===== config.mk =====
export PLATFORM = sky130hd
export DESIGN_NAME = ddr3_rx_lane_align
export DESIGN_NICKNAME = d
export VERILOG_FILES = /design/src/rtl/ddr3_rx_align_pkg.sv /design/src/rtl/ddr3_rx_pattern_chk.sv /design/src/rtl/ddr3_rx_lane_align.sv
export SDC_FILE = /design/constraint.sdc
export NUM_CORES = 1
export LEC_CHECK = 0
export ABC_AREA = 1
export BUFFER_PORTS_ARGS = -buffer_cell sky130_fd_sc_hd__buf_2
export CELL_PAD_IN_SITES_DETAIL_PLACEMENT = 1
export CELL_PAD_IN_SITES_GLOBAL_PLACEMENT = 1
export CORE_UTILIZATION = 38
export DETAILED_ROUTE_END_ITERATION = 8
export PLACE_DENSITY_LB_ADDON = 0.1
export SYNTH_ARGS = -nofsm -noshare
export SYNTH_HDL_FRONTEND = slang
export SYNTH_SLANG_ARGS = --single-unit

===== constraint.sdc =====
create_clock -name fab_clk_i -period 4.4 [get_ports fab_clk_i]
set_clock_uncertainty 0.05 [all_clocks]
set_input_delay 0.88 -clock fab_clk_i [delete_from_list [all_inputs] [get_ports fab_clk_i]]
set_output_delay 0.88 -clock fab_clk_i [all_outputs]
set_load 0.03 [all_outputs]

===== src/rtl/ddr3_rx_align_pkg.sv =====
// Shared types and failure codes for the DDR3 RX lane alignment controller.
package ddr3_rx_align_pkg;

   typedef enum logic [3:0] {
      ST_IDLE,
      ST_LOAD,
      ST_SETTLE,
      ST_CHECK,
      ST_SLIP,
      ST_STEP,
      ST_CENTER,
      ST_FIN_OK,
      ST_FIN_ERR
   } state_e;

   typedef enum logic {
      MODE_ALIGN,
      MODE_SWEEP
   } mode_e;

   // Sub-phases of centring: width check, decision/low gap, decrement pulse.
   typedef enum logic [1:0] {
      CP_ENTRY,
      CP_GAP,
      CP_MOVE
   } ctr_phase_e;

   localparam logic [1:0] FC_NONE    = 2'd0;
   localparam logic [1:0] FC_NOALIGN = 2'd1;
   localparam logic [1:0] FC_NARROW  = 2'd2;
   localparam logic [1:0] FC_RANGE   = 2'd3;

endpackage


===== src/rtl/ddr3_rx_pattern_chk.sv =====
// Consecutive-match checker: after start, compares the word each cycle until
// a mismatch or MATCH_CNT matches in a row; done/pass are valid in that cycle.
module ddr3_rx_pattern_chk #(
   parameter int DATA_W    = 8,
   parameter int MATCH_CNT = 4
) (
   input  logic              clk_i,
   input  logic              rst_i,
   input  logic              start_i,
   input  logic [DATA_W-1:0] rx_data_i,
   input  logic [DATA_W-1:0] pattern_i,
   output logic              done_o,
   output logic              pass_o
);
   localparam int CNT_W = $clog2(MATCH_CNT + 1);

   logic             active_q, active_d;
   logic [CNT_W-1:0] cnt_q, cnt_d;
   logic             match;
   logic             last;

   assign match  = (rx_data_i == pattern_i);
   assign last   = (cnt_q == CNT_W'(MATCH_CNT - 1));
   assign done_o = active_q && (!match || last);
   assign pass_o = active_q && match && last;

   always_comb begin
      active_d = active_q;
      cnt_d    = cnt_q;
      if (start_i) begin
         active_d = 1'b1;
         cnt_d    = '0;
      end else if (active_q) begin
         if (done_o) active_d = 1'b0;
         else        cnt_d    = cnt_q + CNT_W'(1);
      end
   end

   always_ff @(posedge clk_i) begin
      if (rst_i) begin
         active_q <= 1'b0;
         cnt_q    <= '0;
      end else begin
         active_q <= active_d;
         cnt_q    <= cnt_d;
      end
   end

endmodule


===== src/rtl/ddr3_rx_lane_align.sv =====
// Read-side training for one DDR3 DQ lane: bit-slip to word alignment, sweep
// the delay line for the data-valid window, then park at the window centre.
//
// state      | meaning
// IDLE       | waiting for START
// LOAD       | delay line load pulse (tap 0)
// SETTLE     | wait SETTLE cycles after a slip/load/move
// CHECK      | compare MATCH_CNT consecutive words
// SLIP       | bit-slip pulse
// STEP       | increment the delay by one tap
// CENTER     | check window width, walk back down to the centre tap
// FIN_OK     | set DONE
// FIN_ERR    | set FAIL
module ddr3_rx_lane_align
   import ddr3_rx_align_pkg::*;
#(
   parameter int                DATA_W        = 8,
   parameter logic [DATA_W-1:0] TRAIN_PATTERN = 8'hB4,
   parameter int                SETTLE        = 8,
   parameter int                MATCH_CNT     = 4,
   parameter int                TAP_W         = 8,
   parameter int                MAX_TAPS      = 128,
   parameter int                MIN_WIN       = 4
) (
   input  logic              fab_clk_i,
   input  logic              rx_sync_rst_i,
   input  logic              start_i,
   input  logic [DATA_W-1:0] rx_data_i,
   input  logic              delay_line_out_of_range_i,
   output logic              rx_bit_slip_o,
   output logic              delay_line_load_o,
   output logic              delay_line_move_o,
   output logic              delay_line_direction_o,
   output logic              busy_o,
   output logic              done_o,
   output logic              fail_o,
   output logic [1:0]        fail_code_o,
   output logic [TAP_W-1:0]  tap_cur_o,
   output logic [TAP_W-1:0]  win_start_o,
   output logic [TAP_W-1:0]  win_end_o,
   output logic [TAP_W-1:0]  tap_center_o
);
   localparam int               SLIP_W    = $clog2(DATA_W);
   localparam int               SET_W     = $clog2(SETTLE + 1);
   localparam logic [SLIP_W-1:0] SLIP_LAST = SLIP_W'(DATA_W - 1);
   localparam logic [SET_W-1:0]  SETTLE_LD = SET_W'(SETTLE - 1);
   localparam logic [TAP_W-1:0]  TAP_LAST  = TAP_W'(MAX_TAPS - 1);

   state_e            state_q, state_d;
   mode_e             mode_q, mode_d;
   ctr_phase_e        phase_q, phase_d;
   logic [SLIP_W-1:0] slip_cnt_q, slip_cnt_d;
   logic [SET_W-1:0]  settle_q, settle_d;
   logic              oor_seen_q, oor_seen_d;
   logic              dir_q, dir_d;
   logic [TAP_W-1:0]  tap_cur_q, tap_cur_d;
   logic [TAP_W-1:0]  win_start_q, win_start_d;
   logic [TAP_W-1:0]  win_end_q, win_end_d;
   logic [TAP_W-1:0]  tap_center_q, tap_center_d;
   logic              busy_q, busy_d;
   logic              done_q, done_d;
   logic              fail_q, fail_d;
   logic [1:0]        fail_code_q, fail_code_d;

   logic              chk_start, chk_done, chk_pass, check_ok;
   logic [TAP_W:0]    win_width, center_sum;

   ddr3_rx_pattern_chk #(
      .DATA_W    (DATA_W),
      .MATCH_CNT (MATCH_CNT)
   ) u_chk (
      .clk_i     (fab_clk_i),
      .rst_i     (rx_sync_rst_i),
      .start_i   (chk_start),
      .rx_data_i (rx_data_i),
      .pattern_i (TRAIN_PATTERN),
      .done_o    (chk_done),
      .pass_o    (chk_pass)
   );

   // An out-of-range flag during a sweep settle poisons the following check.
   assign check_ok   = chk_pass && !oor_seen_q;
   assign win_width  = {1'b0, win_end_q} - {1'b0, win_start_q} + (TAP_W+1)'(1);
   assign center_sum = {1'b0, win_start_q} + {1'b0, win_end_q};

   always_comb begin
      state_d      = state_q;
      mode_d       = mode_q;
      phase_d      = phase_q;
      slip_cnt_d   = slip_cnt_q;
      settle_d     = settle_q;
      oor_seen_d   = oor_seen_q;
      dir_d        = dir_q;
      tap_cur_d    = tap_cur_q;
      win_start_d  = win_start_q;
      win_end_d    = win_end_q;
      tap_center_d = tap_center_q;
      busy_d       = busy_q;
      done_d       = done_q;
      fail_d       = fail_q;
      fail_code_d  = fail_code_q;
      chk_start    = 1'b0;
      case (state_q)
         ST_IDLE: begin
            if (start_i) begin
               done_d       = 1'b0;
               fail_d       = 1'b0;
               fail_code_d  = FC_NONE;
               win_start_d  = '0;
               win_end_d    = '0;
               tap_center_d = '0;
               slip_cnt_d   = '0;
               tap_cur_d    = '0;
               busy_d       = 1'b1;
               dir_d        = 1'b1;
               mode_d       = MODE_ALIGN;
               state_d      = ST_LOAD;
            end
         end
         ST_LOAD: begin
            settle_d   = SETTLE_LD;
            oor_seen_d = 1'b0;
            state_d    = ST_SETTLE;
         end
         ST_SETTLE: begin
            if (mode_q == MODE_SWEEP && delay_line_out_of_range_i) oor_seen_d = 1'b1;
            if (settle_q == '0) begin
               chk_start = 1'b1;
               state_d   = ST_CHECK;
            end else begin
               settle_d = settle_q - SET_W'(1);
            end
         end
         ST_CHECK: begin
            if (chk_done) begin
               if (mode_q == MODE_ALIGN) begin
                  if (check_ok) begin
                     win_start_d = '0;
                     win_end_d   = '0;
                     mode_d      = MODE_SWEEP;
                     state_d     = ST_STEP;
                  end else if (slip_cnt_q == SLIP_LAST) begin
                     fail_code_d = FC_NOALIGN;
                     state_d     = ST_FIN_ERR;
                  end else begin
                     state_d = ST_SLIP;
                  end
               end else if (check_ok) begin
                  win_end_d = tap_cur_q;
                  state_d   = ST_STEP;
               end else begin
                  phase_d = CP_ENTRY;
                  state_d = ST_CENTER;
               end
            end
         end
         ST_SLIP: begin
            slip_cnt_d = slip_cnt_q + SLIP_W'(1);
            settle_d   = SETTLE_LD;
            oor_seen_d = 1'b0;
            state_d    = ST_SETTLE;
         end
         ST_STEP: begin
            if (tap_cur_q == TAP_LAST) begin
               phase_d = CP_ENTRY;
               state_d = ST_CENTER;
            end else begin
               tap_cur_d  = tap_cur_q + TAP_W'(1);
               settle_d   = SETTLE_LD;
               oor_seen_d = 1'b0;
               state_d    = ST_SETTLE;
            end
         end
         ST_CENTER: begin
            case (phase_q)
               CP_ENTRY: begin
                  if (win_width < (TAP_W+1)'(MIN_WIN)) begin
                     fail_code_d = FC_NARROW;
                     state_d     = ST_FIN_ERR;
                  end else if (delay_line_out_of_range_i) begin
                     fail_code_d = FC_RANGE;
                     state_d     = ST_FIN_ERR;
                  end else begin
                     tap_center_d = TAP_W'(center_sum >> 1);
                     dir_d        = 1'b0;
                     phase_d      = CP_GAP;
                  end
               end
               CP_GAP: begin
                  if (delay_line_out_of_range_i) begin
                     fail_code_d = FC_RANGE;
                     state_d     = ST_FIN_ERR;
                  end else if (tap_cur_q == tap_center_q) begin
                     state_d = ST_FIN_OK;
                  end else begin
                     phase_d = CP_MOVE;
                  end
               end
               default: begin
                  tap_cur_d = tap_cur_q - TAP_W'(1);
                  phase_d   = CP_GAP;
                  if (delay_line_out_of_range_i) begin
                     fail_code_d = FC_RANGE;
                     state_d     = ST_FIN_ERR;
                  end
               end
            endcase
         end
         ST_FIN_OK: begin
            done_d  = 1'b1;
            busy_d  = 1'b0;
            state_d = ST_IDLE;
         end
         ST_FIN_ERR: begin
            fail_d  = 1'b1;
            busy_d  = 1'b0;
            state_d = ST_IDLE;
         end
         default: state_d = ST_IDLE;
      endcase
   end

   always_ff @(posedge fab_clk_i) begin
      if (rx_sync_rst_i) begin
         state_q      <= ST_IDLE;
         mode_q       <= MODE_ALIGN;
         phase_q      <= CP_ENTRY;
         slip_cnt_q   <= '0;
         settle_q     <= '0;
         oor_seen_q   <= 1'b0;
         dir_q        <= 1'b0;
         tap_cur_q    <= '0;
         win_start_q  <= '0;
         win_end_q    <= '0;
         tap_center_q <= '0;
         busy_q       <= 1'b0;
         done_q       <= 1'b0;
         fail_q       <= 1'b0;
         fail_code_q  <= FC_NONE;
      end else begin
         state_q      <= state_d;
         mode_q       <= mode_d;
         phase_q      <= phase_d;
         slip_cnt_q   <= slip_cnt_d;
         settle_q     <= settle_d;
         oor_seen_q   <= oor_seen_d;
         dir_q        <= dir_d;
         tap_cur_q    <= tap_cur_d;
         win_start_q  <= win_start_d;
         win_end_q    <= win_end_d;
         tap_center_q <= tap_center_d;
         busy_q       <= busy_d;
         done_q       <= done_d;
         fail_q       <= fail_d;
         fail_code_q  <= fail_code_d;
      end
   end

   assign delay_line_load_o      = (state_q == ST_LOAD);
   assign rx_bit_slip_o          = (state_q == ST_SLIP);
   assign delay_line_move_o      = ((state_q == ST_STEP) && (tap_cur_q != TAP_LAST)) ||
                                   ((state_q == ST_CENTER) && (phase_q == CP_MOVE));
   assign delay_line_direction_o = dir_q;
   assign busy_o                 = busy_q;
   assign done_o                 = done_q;
   assign fail_o                 = fail_q;
   assign fail_code_o            = fail_code_q;
   assign tap_cur_o              = tap_cur_q;
   assign win_start_o            = win_start_q;
   assign win_end_o              = win_end_q;
   assign tap_center_o           = tap_center_q;

endmodule


; Word level (Yosys, flattened, before mapping)
; Index checks and enable logic that the tools add are counted.
; Widths: inputs -> output; s select.
[totals]
elab_cells = 182
regBits = 57
input_bits = 12
[classes]
n_addsub = 8
magnitude_cmp = 1
n_bitwise = 1
muxes = 75
n_reduce_logical = 43
n_eq_ne = 37
[op_table]
columns = operator, count
row1 = $mux 8, 12
row2 = $mux 4, 12
row3 = $pmux 8 s2, 3
row4 = $mux 2, 17
row5 = $ne 2x2->1 const B, 15
row6 = $pmux 4 s6, 1
row7 = $pmux 8 s3, 1
row8 = $eq 4x3->1 const B, 4
row9 = $mux 1, 15
row10 = $ne 3x3->1 const B, 4
row11 = $pmux 2 s3, 2
row12 = $pmux 4 s3, 1
row13 = $reduce_and 4->1, 3
row14 = $reduce_bool 2->1, 6
row15 = $reduce_bool 3->1, 4
row16 = $pmux 1 s2, 5
row17 = $reduce_and 2->1, 5
row18 = $reduce_and 5->1, 2
row19 = $add 8x8->9, 1
row20 = $add 9x1->9 const B, 1
row21 = $lt 9x3->1 const B, 1
row22 = $reduce_and 3->1, 3
row23 = $reduce_and 9->1, 1
row24 = $sub 8x8->9, 1
row25 = other kinds (30), 45

; Depth between registers and ports, before layout
[depth]
depth_word = 8
ltp_mapped = 16
ltp_nobuf = 16

; By module
; From an unflattened synthesis, not the netlist that was laid out.
[unflattened]
cells_unflattened = 539
hier_area_um2 = 3405.8
[by_module_without_submodules]
columns = mod, cells_each, area_per_inst_um2, instances
row1 = ddr3_rx_lane_align, 460, 2999.1, 1
row2 = ddr3_rx_pattern_chk, 79, 406.6, 1

; Worst setup path after synthesis
; OpenSTA, ideal clock, no wires.
[synth_path]
path_kind = register -> output
start = register state_q[1]
end = output port delay_line_move_o
n_path_buf = 0
t_arrival_ns = 1.454
slack_ns = 2.016
path_stages_with_launch = 5
cell_sequence = dfxtp_1 > inv_2 > nor2_2 > nand3_2 > o31ai_1
[synth_via]
elab_chain_cells = 3
word_cells_on_any_way = 5
cone_classes = eq/ne (2) / reduce/logical (3)
[synth_lines]
columns = element, line_no
row1 = start: declaration, ddr3_rx_lane_align.sv:49  ; state_e state_q, state_d;
row2 = start signal: assignment, ddr3_rx_lane_align.sv:241  ; state_q <= state_d;
row3 = "$eq 4x3->1, on equally long branches", "ddr3_rx_lane_align.sv:261, ddr3_rx_lane_align.sv:262"
row4 = "$logic_and 1x1->1, on equally long branches", "ddr3_rx_lane_align.sv:261, ddr3_rx_lane_align.sv:262"
row5 = $logic_or 1x1->1 (*), ddr3_rx_lane_align.sv:261  ; assign delay_line_move_o = ((state_q == ST_STEP) && (tap_cur_q != TAP_LAST)) ||
row6 = end: declaration, ddr3_rx_lane_align.sv:32  ; output logic delay_line_move_o,
; Every way passes the cells marked *; elsewhere a longest branch is shown, timed or not.

; Worst setup path in the final report
[layout_path]
start = register state_q[1]
end = register tap_cur_q[5], in the netlist tap_cur_o[5]
[layout_via]
elab_chain_cells = 3
word_cells_on_any_way = 9
cone_classes = eq/ne (5) / mux (1) / reduce/logical (3)
[layout_lines]
columns = element, line_no
row1 = $eq 4x3->1 / $logic_not 4->1 (equally long branches), ddr3_rx_lane_align.sv:103  ; case (state_q)
row2 = $ne 2x2->1 (no line) / $reduce_bool 3->1 (equally long branches), -
row3 = $reduce_and 4->1 (no line), -
row4 = end signal: assignment, ddr3_rx_lane_align.sv:248  ; tap_cur_q <= tap_cur_d;
row5 = end: declaration, ddr3_rx_lane_align.sv:56  ; logic [TAP_W-1:0] tap_cur_q, tap_cur_d;
; Several ways; a longest one is shown, not always the timed one.
; A chain may end at the register's enable or synchronous reset.

==> summary.txt <==
GRT met2 Usage = 0.3577
Worst Setup End Kind = flop
Sink Count = 48
I/O pins = 53
Count of vias placed by the detailed router = 3251
Power per standard cell area = 604.1 mW/mm2
Total routing resource utilization after global routing = 0.2144
Port Buffers = 43
Maximum ir drop on the vdd rail = 171.1 uV
Number of flops mapped to enable cells by yosys = 0
Register-to-register setup slack = 1760 ps
Met3 track demand over resource in global routing = 0.02472
Grt total ovfl = 0
CP max FO = 17
WHS = 416.2 ps
Met1 Track Usage GR = 0.2966
Worst-skew pair later-pin latency = 310 ps
Remaining number of nets flagged by the antenna check after routing = 0
Detailed-route wire length = 9.335 mm
Commonest cells after routing, fill and taps aside = sky130_fd_sc_hd__nand2_1, sky130_fd_sc_hd__inv_1, sky130_fd_sc_hd__a21oi_1, sky130_fd_sc_hd__dfxtp_1, sky130_fd_sc_hd__buf_2
Critical path startpoint = state_q[1]$_SDFFE_PP0P_
Cts-stage hold buffer count = 0
Drt via density = 5.096
Number of warnings printed during yosys synthesis = 0
Fraction of layout cells with a size suffix above 1 = 0.1970
Number of cells on the worst reg-to-reg path = 13
TritonCTS clock tree = done
Final period demand of the worst path = 2644 ps
Antenna violations before repair = 0
Synthesized instance count = 492
Required time reported for the critical path endpoint = 4580 ps
Critical Path Source Type = flop
Die height = 95.55 um
H-tree depth = 2
Pin count of the biggest net entering global routing = 34
Count of endpoints failing setup in the final report = 0
# rows = 33
Reg-to-reg startpoint = state_q[1]$_SDFFE_PP0P_
Status = complete, no violations
Cell area after synthesis = 0.003326 mm2
Timing-limited maximum frequency = 0.3782 GHz
Setup Buffers After CTS = 0
Post-detail-place hpwl = 7.468 mm
Leading cell type in the layout, fill and taps excluded = sky130_fd_sc_hd__nand2_1
Total CTS buffers = 5
Hold Fails Final Rpt = 0
Ratio of final minimum period to clock period = 0.6010
Number of iterations in the first detailed-routing pass = 4
Hold/Removal Path Class = flop to flop
Total negative slack = 0 ps
Non-Filler Cell Area, Final = 0.003674 mm2
Max-cap viol count = 0
Total count of max-transition violations in the final report = 0
Leading register cell type out of synthesis = sky130_fd_sc_hd__dfxtp_1
Post-synthesis cell type count = 41
Number of filler cells placed in the layout = 1112
Crit Reg-Reg Endpoint = tap_cur_o[5]$_SDFFE_PP0P_
Slew at the pin closest to its max-slew limit = 663.5 ps
Clock Pin Slew Worst Setup and Hold Paths = 90 ps
Lkg Pwr = 1.733 nW
Power after layout = 2.219 mW
Starting utilization of the core area = 0.3987
Kind of critical path = flop to flop
Slew headroom = 0.5576
Vias in the first global route = 3095
Register bit total from synthesis = 48
Final GP Congestion = 0.8820
Endpoint arrival time on the critical path = 2820 ps
First-pass GRT wire length = 15.19 mm
Post-detailed-placement cell area = 0.003596 mm2
Ant diodes = 0
Seq/Total Area, Yosys = 0.2889
Floorplan die width = 95.55 um
Std-Cell Core Area = 0.008341 mm2
Asr flop ratio synth = 0
Area of the die = 0.009130 mm2
Critical path destination = tap_cur_o[5]$_SDFFE_PP0P_
Most heavily used metal layer in global routing = met2
Violation count after the first detailed-routing iteration = 60
Avg Cell Area, Syn = 6.760 um2
Root buffer cell = sky130_fd_sc_hd__clkbuf_8
Unrepaired setup endpoints after global routing = false
Routed length per instance = 14.63 um
Gates resized, CTS repair = 0
Growth of design area from synthesis to finish = 10.46%
Clock buffer depth = 2
Nets@finish = 565
Remaining routing DRC violations = 0
power breakdown:
group / internal (mW) / total (mW) / leakage [nW] / switching (mW)
Combinational: 0.433 / 1.38 / 1.30 / 0.950
Clock: 0.109 / 0.256 / 0.0410 / 0.148
Sequential: 0.506 / 0.580 / 0.390 / 0.0738
Total: 1.05 / 2.22 / 1.73 / 1.17
per-stage QoR:
| step | utilization | instances | worst slack [ps] |
|---|---|---|---|
| after floorplan | - | 500 | 2016 |
| after global placement | 0.4311 | 631 | 1924 |
| after detailed placement | 0.4311 | 631 | 1791 |
| after CTS | 0.4404 | 638 | 1764 |
| after global routing | 0.4404 | 638 | 1496 |
| final | 0.4404 | 638 | 1756 |
area by class of cell:
class | count | area (um2) | area share
multi-input cells | 362 | 2014 | 0.5484
flip-flops and latches | 48 | 960.9 | 0.2616
inverters | 73 | 274.0 | 0.07459
repair buffers | 43 | 215.2 | 0.05858
well taps | 105 | 131.4 | 0.03576
clock buffers | 6 | 72.57 | 0.01975
clock inverters | 1 | 5.005 | 0.001362
how the worst min path moves through the flow:
stage / start / endpoint / slack (ps) / depth (start not counted)
2_1_floorplan: oor_seen_q$_SDFFE_PP0P_ / oor_seen_q$_SDFFE_PP0P_ / 380 / 2
3_3_place_gp: delay_line_direction_o$_SDFFE_PP0P_ / delay_line_direction_o$_SDFFE_PP0P_ / 400 / 2
3_5_place_dp: slip_cnt_q[0]$_SDFFE_PP0P_ / slip_cnt_q[0]$_SDFFE_PP0P_ / 410 / 1
4_1_cts: fail_o$_SDFFE_PP0P_ / fail_o$_SDFFE_PP0P_ / 430 / 2
5_1_grt: slip_cnt_q[0]$_SDFFE_PP0P_ / slip_cnt_q[0]$_SDFFE_PP0P_ / 440 / 1
6_report: fail_o$_SDFFE_PP0P_ / fail_o$_SDFFE_PP0P_ / 420 / 2
worst max-delay path: stages, from the launching register on:
cell and delay [ps]:
sky130_fd_sc_hd__dfxtp_1 390, sky130_fd_sc_hd__inv_2 60, sky130_fd_sc_hd__nor2_2 110, sky130_fd_sc_hd__nand3_2 200, sky130_fd_sc_hd__inv_1 470, sky130_fd_sc_hd__ha_1 380, sky130_fd_sc_hd__a21oi_1 160, sky130_fd_sc_hd__nand2_1 100
sky130_fd_sc_hd__nand2_1 90, sky130_fd_sc_hd__nand2_1 50, sky130_fd_sc_hd__a21oi_1 150, sky130_fd_sc_hd__or2_2 130, sky130_fd_sc_hd__nand3_1 60, sky130_fd_sc_hd__a21oi_1 140
metal layers:
layer	vias to the layer above	share of wire
li1	1663	-
met1	1533	0.50
met2	48	0.46
met3	7	0.029
met4	0	0.0088
met5	-	0
cells in the mapped netlist (2+ instances only):
master / instances / share of area
sky130_fd_sc_hd__a21oi_1: 48 / 0.072
sky130_fd_sc_hd__a31oi_1: 4 / 0.0075
sky130_fd_sc_hd__buf_4: 9 / 0.020
sky130_fd_sc_hd__clkbuf_1: 6 / 0.0068
sky130_fd_sc_hd__dfxtp_1: 48 / 0.29
sky130_fd_sc_hd__ha_1: 19 / 0.071
sky130_fd_sc_hd__inv_1: 60 / 0.068
sky130_fd_sc_hd__inv_2: 13 / 0.015
sky130_fd_sc_hd__nand2_1: 109 / 0.12
sky130_fd_sc_hd__nand2_2: 5 / 0.0094
sky130_fd_sc_hd__nand2_4: 4 / 0.014
sky130_fd_sc_hd__nand3_1: 35 / 0.053
sky130_fd_sc_hd__nand3_2: 5 / 0.015
sky130_fd_sc_hd__nand3b_1: 2 / 0.0045
sky130_fd_sc_hd__nand4_1: 13 / 0.024
sky130_fd_sc_hd__nor2_1: 42 / 0.047
sky130_fd_sc_hd__nor2_2: 6 / 0.011
sky130_fd_sc_hd__nor2_4: 8 / 0.027
sky130_fd_sc_hd__nor3_1: 3 / 0.0045
sky130_fd_sc_hd__nor3_2: 2 / 0.0060
sky130_fd_sc_hd__o21ai_0: 17 / 0.026
sky130_fd_sc_hd__o21ai_1: 3 / 0.0045
sky130_fd_sc_hd__o21ai_2: 2 / 0.0053
sky130_fd_sc_hd__or2_2: 7 / 0.013
sky130_fd_sc_hd__xnor2_1: 4 / 0.011
sky130_fd_sc_hd__xor2_1: 3 / 0.0079
registers in the layout, indices dropped and copies added (netlist names):
register,flops
mode_q,1
delay_line_direction_o,1
state_q,4
tap_cur_o,8
win_end_o,8
fail_o,1
busy_o,1
u_chk.active_q,1
phase_q,2
done_o,1
settle_q,4
tap_center_o,7
fail_code_o,2
oor_seen_q,1
u_chk.cnt_q,3
slip_cnt_q,3
kinds of logic (layout without fill, tap and decap cells):
| logic type | count (synthesis) | after routing | synth area share |
|---|---|---|---|
| simple gates | 246 | 246 | 0.3668 |
| buf+inv | 90 | 123 | 0.1144 |
| compound gates | 80 | 80 | 0.1328 |
| flops | 48 | 48 | 0.2889 |
| fa+ha+maj | 20 | 20 | 0.07750 |
| xor+xnor | 7 | 7 | 0.01844 |
| other cells | 1 | 9 | 0.001128 |
No activity file was read; power rests on OpenSTA's default activity.
